File: src/rtl/ram_port_arbiter.sv
// Two-requester arbiter in front of a single-port-style RAM (fetch A, data B).
// Optional exclusive-hold locking is built when ARB_LOCK_EN is defined.
module ram_port_arbiter #(
  parameter int DATA_WIDTH = 8,
  parameter int ADDR_WIDTH = 10
) (
  input  logic                  Clock,
  input  logic                  Reset,
  input  logic                  iReqA,
  input  logic                  iReqB,
  input  logic                  iWeA,
  input  logic                  iWeB,
  input  logic [ADDR_WIDTH-1:0] iAddrA,
  input  logic [ADDR_WIDTH-1:0] iAddrB,
  input  logic [DATA_WIDTH-1:0] iDataA,
  input  logic [DATA_WIDTH-1:0] iDataB,
`ifdef ARB_LOCK_EN
  input  logic                  iLockA,
  input  logic                  iLockB,
`endif
  output logic                  oGntA,
  output logic                  oGntB,
  output logic                  oValidA,
  output logic                  oValidB,
  output logic [DATA_WIDTH-1:0] oRdData,
  output logic                  oRamWriteEnable,
  output logic [ADDR_WIDTH-1:0] oRamReadAddress,
  output logic [ADDR_WIDTH-1:0] oRamWriteAddress,
  output logic [DATA_WIDTH-1:0] oRamDataIn,
  input  logic [DATA_WIDTH-1:0] iRamDataOut
);

  // 1 = B was granted most recently, so A wins the next tie
  logic last_b;

  logic rr_a;
  logic rr_b;
  logic gnt_a;
  logic gnt_b;

  logic sel_we;
  logic rd_go;
  logic wr_go;

  logic [ADDR_WIDTH-1:0] sel_addr;
  logic [DATA_WIDTH-1:0] sel_data;

  logic [ADDR_WIDTH-1:0] rd_addr_q;
  logic [ADDR_WIDTH-1:0] wr_addr_q;
  logic [DATA_WIDTH-1:0] wr_data_q;

`ifdef ARB_LOCK_EN
  typedef enum logic [1:0] {
    IDLE,
    LOCK_A,
    LOCK_B
  } lock_t;

  lock_t state;
`endif

  // round-robin choice: a lone requester wins, a tie goes to the other side
  always_comb begin
    rr_a = iReqA & (~iReqB | last_b);
    rr_b = iReqB & (~iReqA | ~last_b);
  end

  // final grant: masked by reset, restricted to the owner while locked
  always_comb begin
    gnt_a = 1'b0;
    gnt_b = 1'b0;
    if (Reset) begin
`ifdef ARB_LOCK_EN
      unique case (state)
        LOCK_A: gnt_a = iReqA;
        LOCK_B: gnt_b = iReqB;
        default: begin
          gnt_a = rr_a;
          gnt_b = rr_b;
        end
      endcase
`else
      gnt_a = rr_a;
      gnt_b = rr_b;
`endif
    end
  end

  // steer the granted requester's command onto the RAM side
  always_comb begin
    sel_we   = 1'b0;
    sel_addr = iAddrB;
    sel_data = iDataB;
    if (gnt_a) begin
      sel_we   = iWeA;
      sel_addr = iAddrA;
      sel_data = iDataA;
    end else if (gnt_b) begin
      sel_we = iWeB;
    end
    wr_go = (gnt_a | gnt_b) & sel_we;
    rd_go = (gnt_a | gnt_b) & ~sel_we;
  end

  // RAM ports: live command on a grant, otherwise the held values
  always_comb begin
    oGntA            = gnt_a;
    oGntB            = gnt_b;
    oRamWriteEnable  = wr_go;
    oRamReadAddress  = rd_go ? sel_addr : rd_addr_q;
    oRamWriteAddress = wr_go ? sel_addr : wr_addr_q;
    oRamDataIn       = wr_go ? sel_data : wr_data_q;
    oRdData          = iRamDataOut;
  end

  // last-grant pointer moves only when something is granted
  always_ff @(posedge Clock or negedge Reset) begin
    if (!Reset) begin
      last_b <= 1'b1;
    end else if (gnt_a) begin
      last_b <= 1'b0;
    end else if (gnt_b) begin
      last_b <= 1'b1;
    end
  end

  // read valid follows a granted read by exactly one cycle
  always_ff @(posedge Clock or negedge Reset) begin
    if (!Reset) begin
      oValidA <= 1'b0;
      oValidB <= 1'b0;
    end else begin
      oValidA <= gnt_a & ~iWeA;
      oValidB <= gnt_b & ~iWeB;
    end
  end

  // hold registers so idle cycles keep the last RAM address/data
  always_ff @(posedge Clock or negedge Reset) begin
    if (!Reset) begin
      rd_addr_q <= '0;
      wr_addr_q <= '0;
      wr_data_q <= '0;
    end else begin
      if (rd_go) begin
        rd_addr_q <= sel_addr;
      end
      if (wr_go) begin
        wr_addr_q <= sel_addr;
        wr_data_q <= sel_data;
      end
    end
  end

`ifdef ARB_LOCK_EN
  // lock FSM: enter on a locked grant, leave on unlocked grant or dropped request
  always_ff @(posedge Clock or negedge Reset) begin
    if (!Reset) begin
      state <= IDLE;
    end else begin
      unique case (state)
        LOCK_A: begin
          if (!iReqA || (gnt_a && !iLockA)) begin
            state <= IDLE;
          end
        end
        LOCK_B: begin
          if (!iReqB || (gnt_b && !iLockB)) begin
            state <= IDLE;
          end
        end
        default: begin
          if (gnt_a && iLockA) begin
            state <= LOCK_A;
          end else if (gnt_b && iLockB) begin
            state <= LOCK_B;
          end else begin
            state <= IDLE;
          end
        end
      endcase
    end
  end
`endif

endmodule

File: config.mk
export PLATFORM = sky130hd
export DESIGN_NAME = ram_port_arbiter
export DESIGN_NICKNAME = d
export VERILOG_FILES = /design/src/rtl/ram_port_arbiter.sv
export SDC_FILE = /design/constraint.sdc
export NUM_CORES = 1
export LEC_CHECK = 0
export CORE_ASPECT_RATIO = 1.25
export CORE_MARGIN = 2
export CORE_UTILIZATION = 40
export CTS_CLUSTER_SIZE = 8
export DETAILED_ROUTE_END_ITERATION = 10
export MAX_ROUTING_LAYER = met4
export PLACE_DENSITY_LB_ADDON = 0.2
export RECOVER_POWER = 100
export SYNTH_ARGS = -nofsm -noshare
export SYNTH_HDL_FRONTEND = slang
export SYNTH_SLANG_ARGS = --single-unit
File: constraint.sdc
create_clock -name Clock -period 6.04 [get_ports Clock]
set_input_delay 1.51 -clock Clock [delete_from_list [all_inputs] [get_ports Clock]]
set_output_delay 1.51 -clock Clock [all_outputs]
set_load 0.005 [all_outputs]
* Word level (Yosys, flattened, before mapping)
Cells that the tools add are included.
Widths: inputs -> output; s select.
** Cells by class
- Multiplexer cells :: 11
- Bitwise logic cells :: 15
- Reduce and logical (&&, ||, !) cells :: 1
** Operators by type and width (number)
- $mux 10 :: 3
- $mux 8 :: 2
- $and 1x1->1 :: 6
- $mux 1 :: 6
- $not 1->1 :: 6
- $or 1x1->1 :: 3
- $reduce_bool 2->1 :: 1
** Storage, ports and cells
- Register bits :: 31
- Bits of input ports :: 50
- Output and inout port bits :: 41

* Logic depth before layout (Yosys ltp)
- Word-level depth :: 9
- Depth in mapped cells :: 6
- Mapped depth without buffers :: 4

* Least setup slack after synthesis
Ideal clock, no wire load.
- Path kind :: input to output
- Start point :: input iReqB
- End point :: output oRamReadAddress[0]
- Arrival time :: 2525 ps
- Data required time :: 4530 ps
- Setup slack :: 2005 ps
- Stages :: 4
- Buffers on the path :: 0
- Cell sequence :: a21boi_0 > nand2_1 > o22ai_4 > mux2_2
** Between the ends
- Longest elaborated chain between the ends :: 8
- Elaborated cells between the ends (all ways) :: 13
** RTL lines
- from (decl) :: line 10 : input logic iReqB,
- $not 1->1 :: line 64 : rr_a = iReqA & (~iReqB | last_b);
- $or 1x1->1 :: line 64
- $and 1x1->1 :: line 64
- $mux 1 :: line 72 : if (Reset) begin
- $mux 1 :: line 94 : if (gnt_a) begin
- $not 1->1 :: line 102 : rd_go = (gnt_a | gnt_b) & ~sel_we;
- $and 1x1->1 :: line 102
- $mux 10 (*)
- to (decl) :: line 27 : output logic [ADDR_WIDTH-1:0] oRamReadAddress,
Mark *: on every way between the ends. The rest lies on a longest branch, timed or not.

* Worst setup path in the final report
- Start point :: input Reset
- End point :: output oRamWriteAddress[9]
** Between the ends
- Longest elaborated chain between the ends :: 5
- Elaborated cells between the ends (all ways) :: 8
** RTL lines
- from (decl) :: line 8 : input logic Reset,
- $mux 1 :: line 72
- $mux 1 :: line 98 : end else if (gnt_b) begin
- $mux 1 :: line 94
- $and 1x1->1 :: line 101 : wr_go = (gnt_a | gnt_b) & sel_we;
- $mux 10 (*)
- to (decl) :: line 28 : output logic [ADDR_WIDTH-1:0] oRamWriteAddress,
Marked as above.

==> metrics.md <==
| Metric | Value |
|---|---|
| Data arrival time of the critical path | 4010 ps |
| Power share of the combinational group | 34.5% |
| Synthesis warning total | 0 |
| Worst R2R End | rd_addr_q[7]$_DFF_PN0_ |
| Slowest library cell on the worst path | sky130_fd_sc_hd__dlygate4sd3_1 |
| Synthesized area divided by synthesized cell count | 13.13 um^2 |
| Sequential cell area fraction in the yosys report | 51.92% |
| Starting density of the core | 42.23% |
| Origin of the critical flop-to-flop path | last_b$_DFFE_PN1P_ |
| Share of total power in the clock network | 23.4% |
| Count of vias placed by the detailed router | 1126 |
| Switching power summed over all nets | 170.5 uW |
| Site Rows | 24 |
| Wirelength, routed | 3437 um |
| Skew-Pair Late Insertion Delay | 280 ps |
| Peak per-stage delay on the critical path | 600 ps |
| Share of total power consumed by net switching | 26.21% |
| Hold Path Cell Cnt | 1 |
| Footprint of the multi-input gates | 601.8 um^2 |
| Synth area leaders | sky130_fd_sc_hd__dfrtp_1, sky130_fd_sc_hd__mux2_2, sky130_fd_sc_hd__mux2_4, sky130_fd_sc_hd__mux2i_1, sky130_fd_sc_hd__buf_4 |
| Number of register bits inferred by synthesis | 31 |
| Clock sink count | 31 |
| Post-Place Cells | 219 |
| Register share of total power | 42.1% |
| Maximum Capacitance Violations | 0 |
| Non-filler instance count after layout | 227 |
| Number of failing hold endpoints at the final stage | 0 |
| Number of DRC violations after detailed routing | 3 |
| Violated checks | DRC |
| Area share of the leading cell type in the synthesized netlist | 50.17% |
| CTS buffer count | 5 |
| Cell internal power dissipation | 480.0 uW |
| Pin count of the biggest net entering global routing | 21 |
| Yosys top cell by area | sky130_fd_sc_hd__dfrtp_1 |
| Max-slew headroom at the worst pin | 44.24% |
| First-pass GRT wire length | 5802 um |
| Post-CTS Hold Buffers | 0 |
| Iter 0 DRT Violations | 28 |
| Number of post-CTS setup repair buffers | 0 |
| Detailed-route vias per instance | 4.960 |
| Layout-stage area growth over the synthesis result | 53.09% |
| Post-cts gate resize count | 0 |
| CTS clk-pin slew, worst paths | 60 ps |
| Syn_nets | 164 |
| Netlist cell types | 20 |
| Total negative slack for setup checks | 0 ps |
| Setup Viol. Count Final | 0 |
| Critical path buffers and inverters | 3 |
| Fraction of the cycle the final worst path needs | 91.35% |
| Combined flip-flop and latch cell area | 777.0 um^2 |
| Internal reg-to-reg setup slack | 3990 ps |
| Clock tree from TritonCTS | yes |
| Antenna violations before repair | 0 |
| Mapped Area | 1496 um^2 |
| Final max-slew violation count | 0 |
| Worst setup path class | primary input to output port |
| Placed wire-length estimate after detailed placement | 2728 um |
| Mean routed wirelength per cell | 15.14 um |
| Worst setup EP type | output port |
| RSZ-0062 raised after global routing | no |
| GRT Util Overall | 19.09% |
| Maximum VDD drop | 176.6 uV |
| Port buffer count | 74 |
| Post-route clock skew | 1.368 ps |
| DP Worst Slack | 698.6 ps |
| Cells traversed along the worst timing path | dlygate4sd3_1, nand3_2, clkbuf_1, mux2i_1, a21oi_1, clkdlybuf4s50_1 |
| Min setup slack post-route | 522.6 ps |
| Category of the worst setup path launch point | primary input |
| Core region area | 3543 um^2 |
| Most frequent standard cell in the layout excluding fill and tap cells | sky130_fd_sc_hd__clkdlybuf4s50_1 |
| Via count of the first global-routing pass | 1262 |
| Leading cell types in the layout, fill and taps excluded | sky130_fd_sc_hd__clkdlybuf4s50_1, sky130_fd_sc_hd__dlygate4sd3_1, sky130_fd_sc_hd__dfrtp_1 |
| FILL cells | 317 |
| H-tree depth reported by CTS | 2 |
| Minimum clock period after layout | 5517 ps |
| Clock root buffer | sky130_fd_sc_hd__clkbuf_8 |
| Measured slew at the worst slew-check pin | 836.5 ps |
| Power density over the cells | 284.0 nW/um^2 |
| Status | complete, but fails checks |
| Die width | 58.71 um |
| Data required time at the worst endpoint | 4530 ps |
| Chip height | 72.39 um |
| Worst-case clock buffer depth | 2 |
| CP Max Fanout | 11 |
| Global placer's final weighted congestion | 0.7849 |
| Lkg Pwr | 0.001026 uW |
| Critical hold path startpoint | rd_addr_q[2]$_DFF_PN0_ |
| End point of the most critical hold path | rd_addr_q[2]$_DFF_PN0_ |
| Ant. Diodes | 0 |
| Net count of the finished layout | 237 |
| Overflow after GRT | 0 |
| Number of cells traversed by the worst register-to-register path | 4 |
| Area enclosed by the die boundary | 4249 um^2 |
| Layout cells sized above 1 | 14.89% |
| Drt first pass iters | 8 |
| Overall power of the completed layout | 650.5 uW |
| Cell count after synthesis | 114 |
| Final ANT Viol Nets | 0 |
| Critical path's top delay family | buffers and inverters |
| Boundary pin count | 91 |
| Highest achievable clock rate | 0.1812 GHz |
| HP Class | flop to flop |
[synth_stat cells]
cell type,count
sky130_fd_sc_hd__dfrtp_1,30
sky130_fd_sc_hd__mux2_2,19
sky130_fd_sc_hd__nor2_1,11
sky130_fd_sc_hd__a21oi_1,10
sky130_fd_sc_hd__mux2i_1,10
sky130_fd_sc_hd__buf_4,9
sky130_fd_sc_hd__mux2_4,8
sky130_fd_sc_hd__buf_6,3
sky130_fd_sc_hd__inv_1,3
sky130_fd_sc_hd__a21boi_0,1
sky130_fd_sc_hd__a31oi_1,1
sky130_fd_sc_hd__a32o_1,1
sky130_fd_sc_hd__and2_0,1
sky130_fd_sc_hd__and2_1,1
sky130_fd_sc_hd__buf_2,1
sky130_fd_sc_hd__dfstp_2,1
sky130_fd_sc_hd__nand2_1,1
sky130_fd_sc_hd__nand2b_1,1
sky130_fd_sc_hd__nand3_2,1
sky130_fd_sc_hd__o22ai_4,1
[worst max path at each step]
stage	from	endpoint	cells past startpoint
2_1_floorplan	iReqB	oRamReadAddress[0]	4
3_5_place_dp	iReqB	oRamReadAddress[1]	6
4_1_cts	iReqB	oRamReadAddress[1]	6
3_3_place_gp	Reset	oRamWriteAddress[0]	7
6_report	Reset	oRamWriteAddress[9]	6
5_1_grt	iReqB	oRamDataIn[7]	7
[metrics by stage]
stage | utilization, % | cell area [um^2] | hold WS [ps]
final | 64.65 | 2291 | 479.1
after global routing | 64.65 | 2291 | 503.4
after floorplan | - | 1496 | 486.2
after detailed placement | 62.57 | 2217 | 486.5
after CTS | 64.87 | 2298 | 500.8
after global placement | 62.57 | 2217 | 481.2
[sequential cells by signal, summed over array words and instances (netlist names)]
signal / count
rd_addr_q: 10
wr_data_q: 8
wr_addr_q: 10
last_b: 1
oValidB: 1
oValidA: 1
[layer usage]
metal	part of all wire (%)	wire length [um]	GRT usage, %	up-vias
li1	-	-	-	530
met1	35	1195	19.61	541
met2	54	1868	33.08	51
met3	9.3	319	6.952	4
met4	1.6	54	6.818	0
met5	0	0	-	-
[worst register-to-register path: cells and delay by family (launching register included)]
family,cells,cell delay (ps)
flip-flops,1,550
multiplexers,1,400
AND/OR/NAND/NOR,2,500
AO/OA/AOI/OAI,1,490
[area by class of cell]
class,count,share of cell area (%)
Clock buffer,7,3.332
Multi-Input combinational cell,67,26.27
Clock inverter,1,0.2185
Timing Repair Buffer,79,33.64
Inverter,3,0.4915
Tap cell,39,2.130
Sequential cell,31,33.92
[cell families (layout without fill, tap and decap cells)]
family | Yosys count | count (layout) | share of synthesized area, %
buffers and inverters | 16 | 90 | 7.859
and+or+nand+nor | 16 | 16 | 4.934
DFF | 31 | 31 | 51.92
muxes | 37 | 37 | 29.01
AOI/OAI and AO/OA | 14 | 14 | 6.272
[power by group through the flow]
stage	sequential, uW	clock, uW	combinational, uW
floorplan	274	0	105
global placement	276	0	247
detailed placement	279	0	254
CTS	275	157	256
global route	281	167	246
finish	274	152	224
Note: power is estimated with default switching activity, not from simulation.
